**src/rtl/bc_branch_resolver_pkg.sv**
```systemverilog
// -----------------------------------------------------------------------------
// bc_branch_resolver_pkg
//
// Shared definitions for the conditional-branch (bc) execute stage. It holds
// the B-form body layout, the BO control bit positions, the accepted unit code
// and opcode, the 32-bit mode address mask, and a small decode helper.
//
// Bit numbering note: the architecture numbers fields big-endian, so IBM bit 0
// is the MSB. The 28-bit body arrives as logic [27:0]. IBM bit j of the body
// therefore lives at vector index 27-j. The same mapping applies to the 32-bit
// CR snapshot, where IBM bit n is vector index 31-n.
// -----------------------------------------------------------------------------
package bc_branch_resolver_pkg;

  // Accepted unit code and decoded opcode.
  localparam int BRANCH_UNIT_ID = 6;
  localparam int BC_OPCODE      = 25;

  // B-form body layout as vector indices of a logic [27:0].
  // The fields are BO = IBM[0:4], BI = IBM[5:9], BD = IBM[10:23],
  // 00 = IBM[24:25], AA = IBM[26] and LK = IBM[27].
  localparam int BODY_WIDTH = 28;
  localparam int BO_MSB     = 27;
  localparam int BO_LSB     = 23;
  localparam int BI_MSB     = 22;
  localparam int BI_LSB     = 18;
  // BD together with the two trailing zero bits forms BD||00, the 16-bit
  // byte displacement. It is taken as one field.
  localparam int DISP_MSB   = 17;
  localparam int DISP_LSB   = 2;
  localparam int AA_BIT     = 1;
  localparam int LK_BIT     = 0;

  // BO control bits BO[0:3], packed MSB-first into a logic [3:0].
  // BO[4] is only a static prediction hint, and resolution does not use it.
  localparam int BO_IGNORE_COND = 3;  // BO[0]: skip the CR test
  localparam int BO_COND_SENSE  = 2;  // BO[1]: required CR bit value
  localparam int BO_NO_DECR     = 1;  // BO[2]: leave CTR alone
  localparam int BO_CTR_SENSE   = 0;  // BO[3]: 1 = branch when CTR==0

  // The upper word of an address is cleared in 32-bit mode.
  localparam logic [63:0] MODE32_ADDR_MASK = 64'h0000_0000_FFFF_FFFF;

  // Decoded B-form fields as they are held in the stage-1 register.
  typedef struct packed {
    logic [3:0]  bo_ctl;
    logic [4:0]  bi;
    logic [15:0] disp_field;
    logic        aa;
    logic        lk;
  } bform_t;

  function automatic bform_t decode_bform(input logic [BODY_WIDTH-1:0] body);
    bform_t f;
    f.bo_ctl     = body[BO_MSB:BO_LSB+1];
    f.bi         = body[BI_MSB:BI_LSB];
    f.disp_field = body[DISP_MSB:DISP_LSB];
    f.aa         = body[AA_BIT];
    f.lk         = body[LK_BIT];
    return f;
  endfunction

  // Sign-extend BD||00 to a full 64-bit displacement.
  function automatic logic [63:0] bform_displacement(input logic [15:0] disp_field);
    return {{48{disp_field[15]}}, disp_field};
  endfunction

endpackage

```
**src/rtl/bc_branch_resolver_condition_eval.sv**
```systemverilog
// -----------------------------------------------------------------------------
// bc_condition_eval
//
// Purely combinational BO/BI evaluation. It is shared with the future
// bclr/bcctr resolver. It produces the decremented CTR and the taken
// decision.
//
// Ports:
//   bo        in  4   BO[0:3] control bits (MSB = BO[0])
//   bi        in  5   CR bit selector, IBM numbering
//   cr        in  32  CR snapshot; IBM bit n is vector index 31-n
//   eff_ctr   in  64  CTR value after same-cycle write forwarding
//   is_64bit  in  1   64-bit mode; in 32-bit mode only CTR[32:63] is tested
//   new_ctr   out 64  eff_ctr-1 when BO[2]==0, otherwise eff_ctr
//   taken     out 1   branch outcome
// -----------------------------------------------------------------------------
module bc_condition_eval
  import bc_branch_resolver_pkg::*;
(
  input  logic [3:0]  bo,
  input  logic [4:0]  bi,
  input  logic [31:0] cr,
  input  logic [63:0] eff_ctr,
  input  logic        is_64bit,
  output logic [63:0] new_ctr,
  output logic        taken
);

  logic [63:0] ctr_masked;
  logic [4:0]  cr_index;
  logic        ctr_ok;
  logic        cond_ok;

  always_comb begin
    // The subtraction wraps naturally, so 0 becomes all-ones.
    new_ctr    = bo[BO_NO_DECR] ? eff_ctr : eff_ctr - 64'd1;
    ctr_masked = is_64bit ? new_ctr : {32'd0, new_ctr[31:0]};
    ctr_ok     = bo[BO_NO_DECR] | ((ctr_masked != 64'd0) ^ bo[BO_CTR_SENSE]);

    cr_index   = 5'd31 - bi;
    cond_ok    = bo[BO_IGNORE_COND] | (cr[cr_index] == bo[BO_COND_SENSE]);

    taken      = ctr_ok & cond_ok;
  end

endmodule

```
**src/rtl/bc_branch_resolver.sv**
```systemverilog
// -----------------------------------------------------------------------------
// bc_branch_resolver
//
// Execute stage for the conditional branch bc. A matching instruction from the
// B-form decoder is captured into stage-1 register S1. On the following
// unstalled edge the condition and target are resolved from S1. The result is
// registered onto the outputs as a one-cycle enable_o pulse. CTR and LR are
// updated on the same edge. This block owns the architected CTR and LR.
// mtspr writes reach them through sprWrite_i.
//
// Ports:
//   clock_i, reset_i         clock; asynchronous active-high reset
//   enable_i, stall_i        decoder valid; pipeline stall
//   opcode_i,
//   functionalUnitType_i     accept only BcOpcode on BranchUnitID
//   instructionAddress_i     CIA
//   instMajId_i              major ID, carried through to instMajId_o
//   is64Bit_i                64-bit mode
//   instructionBody_i        28-bit B-form body (BO BI BD 00 AA LK)
//   cr_i                     CR snapshot (IBM bit n = CR bit n+32)
//   sprWrite_i, sprSelLr_i,
//   sprData_i                mtspr write to LR (sel=1) or CTR (sel=0)
//   enable_o                 result valid pulse
//   taken_o                  branch outcome
//   redirectAddress_o        target if taken, else CIA+4
//   instMajId_o              major ID of the result
//   ctr_o, lr_o              architected CTR and LR
// -----------------------------------------------------------------------------
module bc_branch_resolver
  import bc_branch_resolver_pkg::*;
#(
  parameter int addressWidth            = 64,
  parameter int instructionCounterWidth = 64,
  parameter int opcodeSize              = 12,
  parameter int funcUnitCodeSize        = 3,
  parameter int BranchUnitID            = BRANCH_UNIT_ID,
  parameter int BcOpcode                = BC_OPCODE
) (
  input  logic                               clock_i,
  input  logic                               reset_i,
  input  logic                               enable_i,
  input  logic                               stall_i,
  input  logic [opcodeSize-1:0]              opcode_i,
  input  logic [funcUnitCodeSize-1:0]        functionalUnitType_i,
  input  logic [addressWidth-1:0]            instructionAddress_i,
  input  logic [instructionCounterWidth:0]   instMajId_i,
  input  logic                               is64Bit_i,
  input  logic [BODY_WIDTH-1:0]              instructionBody_i,
  input  logic [31:0]                        cr_i,
  input  logic                               sprWrite_i,
  input  logic                               sprSelLr_i,
  input  logic [63:0]                        sprData_i,
  output logic                               enable_o,
  output logic                               taken_o,
  output logic [addressWidth-1:0]            redirectAddress_o,
  output logic [instructionCounterWidth:0]   instMajId_o,
  output logic [63:0]                        ctr_o,
  output logic [63:0]                        lr_o
);

  // Stage-1 register holding the accepted instruction.
  logic                              s1_valid;
  logic [addressWidth-1:0]           s1_cia;
  logic [instructionCounterWidth:0]  s1_maj_id;
  logic                              s1_is_64bit;
  bform_t                            s1_form;
  logic [31:0]                       s1_cr;

  // Architected special-purpose registers.
  logic [63:0] ctr_q;
  logic [63:0] lr_q;

  logic                    accept;
  logic                    emit;
  logic                    ctr_spr_write;
  logic                    lr_spr_write;
  logic [63:0]             eff_ctr;
  logic [63:0]             new_ctr;
  logic                    taken;
  logic [addressWidth-1:0] mode_mask;
  logic [addressWidth-1:0] disp;
  logic [addressWidth-1:0] target_raw;
  logic [addressWidth-1:0] next_raw;
  logic [addressWidth-1:0] target_addr;
  logic [addressWidth-1:0] link_addr;
  logic [addressWidth-1:0] redirect_next;

  assign accept = enable_i && !stall_i
                  && (opcode_i == opcodeSize'(BcOpcode))
                  && (functionalUnitType_i == funcUnitCodeSize'(BranchUnitID));

  // S1 drains only on an unstalled edge.
  assign emit = s1_valid && !stall_i;

  assign ctr_spr_write = sprWrite_i && !sprSelLr_i;
  assign lr_spr_write  = sprWrite_i &&  sprSelLr_i;

  // A CTR write in the same cycle is forwarded into the emitting bc.
  // Without it, that bc would read the stale value.
  assign eff_ctr = ctr_spr_write ? sprData_i : ctr_q;

  bc_condition_eval u_condition_eval (
    .bo       (s1_form.bo_ctl),
    .bi       (s1_form.bi),
    .cr       (s1_cr),
    .eff_ctr  (eff_ctr),
    .is_64bit (s1_is_64bit),
    .new_ctr  (new_ctr),
    .taken    (taken)
  );

  // Target and fall-through address. In 32-bit mode both addresses are
  // truncated to the low word.
  always_comb begin
    mode_mask     = addressWidth'(MODE32_ADDR_MASK);
    disp          = addressWidth'(bform_displacement(s1_form.disp_field));
    target_raw    = s1_form.aa ? disp : s1_cia + disp;
    next_raw      = s1_cia + addressWidth'(4);
    target_addr   = s1_is_64bit ? target_raw : (target_raw & mode_mask);
    link_addr     = s1_is_64bit ? next_raw   : (next_raw   & mode_mask);
    redirect_next = taken ? target_addr : link_addr;
  end

  // Pipeline: S1 capture and the registered result. A stall freezes S1 and
  // suppresses the pulse. The other outputs keep their last value.
  always_ff @(posedge clock_i or posedge reset_i) begin
    if (reset_i) begin
      s1_valid          <= 1'b0;
      s1_cia            <= '0;
      s1_maj_id         <= '0;
      s1_is_64bit       <= 1'b0;
      s1_form           <= '0;
      s1_cr             <= '0;
      enable_o          <= 1'b0;
      taken_o           <= 1'b0;
      redirectAddress_o <= '0;
      instMajId_o       <= '0;
    end else if (stall_i) begin
      enable_o <= 1'b0;
    end else begin
      enable_o <= s1_valid;
      if (s1_valid) begin
        taken_o           <= taken;
        redirectAddress_o <= redirect_next;
        instMajId_o       <= s1_maj_id;
      end
      // S1 is refilled or cleared on every unstalled edge. An emitted
      // instruction therefore cannot emit a second time.
      s1_valid <= accept;
      if (accept) begin
        s1_cia      <= instructionAddress_i;
        s1_maj_id   <= instMajId_i;
        s1_is_64bit <= is64Bit_i;
        s1_form     <= decode_bform(instructionBody_i);
        s1_cr       <= cr_i;
      end
    end
  end

  // CTR/LR update. On the emit edge the bc result takes priority over an
  // mtspr to the same register. The other register still accepts the mtspr.
  // LR is linked whenever LK=1, whether or not the branch is taken.
  always_ff @(posedge clock_i or posedge reset_i) begin
    if (reset_i) begin
      ctr_q <= '0;
      lr_q  <= '0;
    end else begin
      if (emit && !s1_form.bo_ctl[BO_NO_DECR]) begin
        ctr_q <= new_ctr;
      end else if (ctr_spr_write) begin
        ctr_q <= sprData_i;
      end

      if (emit && s1_form.lk) begin
        lr_q <= 64'(link_addr);
      end else if (lr_spr_write) begin
        lr_q <= sprData_i;
      end
    end
  end

  assign ctr_o = ctr_q;
  assign lr_o  = lr_q;

endmodule

```
**config.mk**
```make
export PLATFORM = sky130hd
export DESIGN_NAME = bc_branch_resolver
export DESIGN_NICKNAME = d
export VERILOG_FILES = /design/src/rtl/bc_branch_resolver_pkg.sv /design/src/rtl/bc_branch_resolver_condition_eval.sv /design/src/rtl/bc_branch_resolver.sv
export SDC_FILE = /design/constraint.sdc
export NUM_CORES = 1
export LEC_CHECK = 0
export ABC_CLOCK_PERIOD_IN_PS = 16200
export BUFFER_PORTS_ARGS = -buffer_cell sky130_fd_sc_hd__buf_2
export CORE_MARGIN = 2
export CORE_UTILIZATION = 48
export DETAILED_ROUTE_END_ITERATION = 6
export PLACE_DENSITY_LB_ADDON = 0.3
export SETUP_SLACK_MARGIN = 0.05
export SLEW_MARGIN = 25
export SYNTH_ARGS = -nofsm -noshare
export SYNTH_HDL_FRONTEND = slang
export SYNTH_SLANG_ARGS = --single-unit
export TNS_END_PERCENT = 10
```
**constraint.sdc**
```tcl
create_clock -name clock_i -period 16.2 [get_ports clock_i]
set_input_delay 0.81 -clock clock_i [delete_from_list [all_inputs] [get_ports clock_i]]
set_output_delay 0.81 -clock clock_i [all_outputs]
set_load 0.02 [all_outputs]
```
==> impl_metrics.py <==
metrics = {
    "routing": {
        "wl_per_cell_um": 23.1,
        "route.antenna.remaining_nets": 0,
        "post-route-drc-count": 0,
        "wl_mm": 93.4,
        "firstDrtPassIters": 5,
        "vias": 23842,
        "drt-initial-drc-count": 2098,
        "routed_via_density": 5.90,
    },
    "synth": {
        "yosysMostFrequentCell": "dfrtp_1",
        "synth_flop_cell": "dfrtp_1",
        "syn-num-nets": 3115,
        "syn-cell-area_um2": 26600,
        "synth_top_area_cell": "dfrtp_1",
        "synth_seq_cells": 449,
        "synth.top_cell.area_share": 0.422,
        "synth_commonest_cells": "dfrtp_1, nand2_1, nor2_1, mux2_2, a21oi_1",
        "synth_edf_count": 0,
        "netlist_top_cells_area": "dfrtp_1, mux2_2, nand2_1, mux2i_1, xnor2_1",
        "avgSynthCellArea_um2": 9.61,
        "synthArstFlopShare": 1.00,
        "synthCells": 2774,
        "ys_warn_count": 0,
        "ys_types": 85,
        "ys_seq_area_frac": 0.422,
    },
    "timing": {
        "relSlewSlack": 0.261,
        "setup_viol": 0,
        "max_slew.worst_pin.slew_ps": 1100,
        "fmax_ghz": 0.142,
        "rsz0062_at_grt": "no",
        "finalCriticalPeriod_ps": 7050,
        "hold_viol": 0,
        "fin_skew_ps": 24.5,
        "finalCritPeriodShare": 0.435,
        "fin_setup_tns_ps": 0,
        "report.final.slew_viol_count": 0,
    },
    "clock_network": {
        "cts_max_path_buffers": 3,
        "cts_hold_buffers": 0,
        "post_cts_buffers": 0,
        "cts-resized-gates": 0,
        "cts.sinks": 449,
        "clock_latency_ps": 620,
        "htree_levels": 2,
        "path_clk_slew_ps": 60,
        "cts_made_buffers": 49,
        "cts-root-buf": "clkbuf_16",
        "cts_tree": "built",
    },
    "grt": {
        "globalRouteTotalUtil": 0.318,
        "grt_overflow": 0,
        "grt_first_pass_wirelength_mm": 139,
        "grt_start_max_net_pins": 116,
        "grt_pass1_vias": 22802,
        "antenna_found_initial": 32,
    },
    "place": {
        "dp_hpwl_mm": 71.0,
        "globalplace.congestion": 0.960,
        "port_buffers": 532,
    },
    "floorplanning": {
        "start_util": 0.485,
        "die_w_um": 240,
        "coreArea_um2": 55000,
        "dieHeight_um": 240,
        "dieArea_um2": 57400,
        "row_count": 86,
        "ioPinCount": 534,
    },
    "pwr": {
        "p_switching_mw": 0.793,
        "p_int_mw": 2.02,
        "p_comb_frac": 0.137,
        "seqPwrFrac": 0.435,
        "switching_share": 0.282,
        "clkPwrFrac": 0.428,
        "ir_drop_mv": 0.0799,
        "leakage_nw": 16.1,
        "p_per_area_nw_per_um2": 89.0,
    },
    "outcome": {
        "outcome": "completed",
    },
    "critical_path": {
        "worstPathArrival_ps": 7580,
        "cp-end-kind": "register",
        "cp_max_fo": 61,
        "criticalPathCategory": "in -> reg",
        "path_depth": 14,
        "worstRegToRegCells": 14,
        "crit_path_max_incr_delay_ps": 860,
        "crit_required_ps": 16730,
        "cp-start-kind": "input port",
        "crit_top_cell": "nor4_1",
        "crit_family": "simple AND/OR/NAND/NOR gates",
        "critPathBufInv": 2,
        "crit_path_cell_trace": "buf_2, nand2b_4, buf_4, mux2i_1, or4b_1, or4_1, nor4_1, mux2_2, nor4_1, nand4_1, o211a_1, or3_2, nor4_1, o2bb2ai_1",
        "cp_slowest_cell": "or3_2",
    },
    "cells_and_area": {
        "utilization": 0.575,
        "fillers": 4851,
        "syn_to_final_growth_pct": 18.7,
        "drive_above_1_share": 0.287,
        "nNetsFinal": 3582,
    },
    "flow_run": {
        "drv_cap": 0,
    },
    "worst_hold_path": {
        "hp-class": "in -> async",
    },
}
[power by group through the flow]
stage | clock network (mW) | registers (mW) | logic [mW]
5_1_grt | 1.27 | 1.23 | 0.415
4_1_cts | 1.22 | 1.22 | 0.384
6_report | 1.20 | 1.22 | 0.386
2_1_floorplan | 0 | 1.28 | 0.172
3_3_place_gp | 0 | 1.24 | 0.378
3_5_place_dp | 0 | 1.24 | 0.383
[cell families (layout without fill, tap and decap cells)]
| group | count (synthesis) | count (layout) | share of synthesized area |
|---|---|---|---|
| AND/OR/NAND/NOR | 1016 | 1016 | 0.176 |
| AO/OA/AOI/OAI | 496 | 496 | 0.121 |
| flip-flops | 449 | 449 | 0.422 |
| multiplexers | 376 | 376 | 0.157 |
| XOR/XNOR | 188 | 188 | 0.0618 |
| buffers and inverters | 183 | 688 | 0.0307 |
| adder cells (fa/ha/maj) | 66 | 66 | 0.0313 |
| other | 0 | 16 | 0 |
[layer usage]
metal	routed length [um]	global-route usage	vias up
met5	137	0	-
met1	39500	0.440	11713
met3	8740	0.0811	182
met2	42000	0.485	1060
li1	-	-	10863
met4	3000	0.109	24
[registers in the layout, indices dropped and copies added (netlist names), 11 cells and up]
| register | cells |
|---|---|
| instMajId_o | 65 |
| s1_maj_id | 65 |
| ctr_o | 64 |
| lr_o | 64 |
| redirectAddress_o | 64 |
| s1_cia | 64 |
| s1_cr | 32 |
| disp | 16 |
| s1_form | 11 |
[through the flow]
stage | power (mW) | cell area [um^2] | setup WS, ps | instances | hold slack (ps)
floorplan | 1.45 | 26600 | 2880 | 2774 | 433
global placement | 1.62 | 29800 | 8680 | 3937 | 441
detailed placement | 1.63 | 29800 | 8610 | 3937 | 447
CTS | 2.83 | 31600 | 9230 | 4026 | 387
global route | 2.91 | 31600 | 8880 | 4040 | 406
finish | 2.81 | 31600 | 9150 | 4043 | 377
[final timing paths]
kind | slack (ps) | endpoint | startpoint
min in group clock_i | 430 | s1_cia[6] | instructionAddress_i[6]
min reg2reg | 470 | instMajId_o[28] | s1_maj_id[28]
max in group asynchronous | 13570 | lr_o[62] | reset_i
max | 9150 | redirectAddress_o[63] | sprSelLr_i
max reg2reg | 10520 | redirectAddress_o[22] | ctr_o[0]
min | 380 | s1_cia[57] | reset_i
[worst reg2reg max path: cells and delay by family, from the launching register on]
| kind | cells | cell delay [ps] |
|---|---|---|
| compound gates | 3 | 970 |
| flops | 1 | 410 |
| xor+xnor | 1 | 160 |
| simple gates | 7 | 3030 |
| mux | 2 | 710 |
| fa+ha+maj | 1 | 260 |
[layout by cell type, fill, tap and decap left out, types with 12 or more instances in the layout]
cell type  count
o21ai_0      112
and3_1        17
clkinv_2      13
nor2b_1       14
nor2_1       245
clkbuf_8      12
ha_1          65
nand4_1       32
diode_2       16
a21o_1        43
buf_4         25
or4_1         12
o22ai_1       16
nand2_1      402
a22oi_1       18
mux2_2       232
buf_2        532
nor4_1        30
mux2i_1      133
o211ai_1      17
xor2_1        71
a31oi_1       16
nand3_1       92
xnor2_1      117
clkbuf_16     49
o31ai_1       14
o21bai_1      16
nor3_1        53
dfrtp_1      448
or3_1         27
inv_1         38
and2_1        19
a21oi_1      137
[area by class of cell]
type	instances	area (um^2)	area share
clock buffer	65	1410	0.0445
clock inverter	24	335	0.0106
inverter	40	159	0.00502
multi-input combinational	2142	14600	0.462
timing repair buffer	559	2890	0.0913
tap	748	936	0.0296
sequential	449	11200	0.355
antenna	16	40.0	0.00127
(Power assumes the default switching activity.)
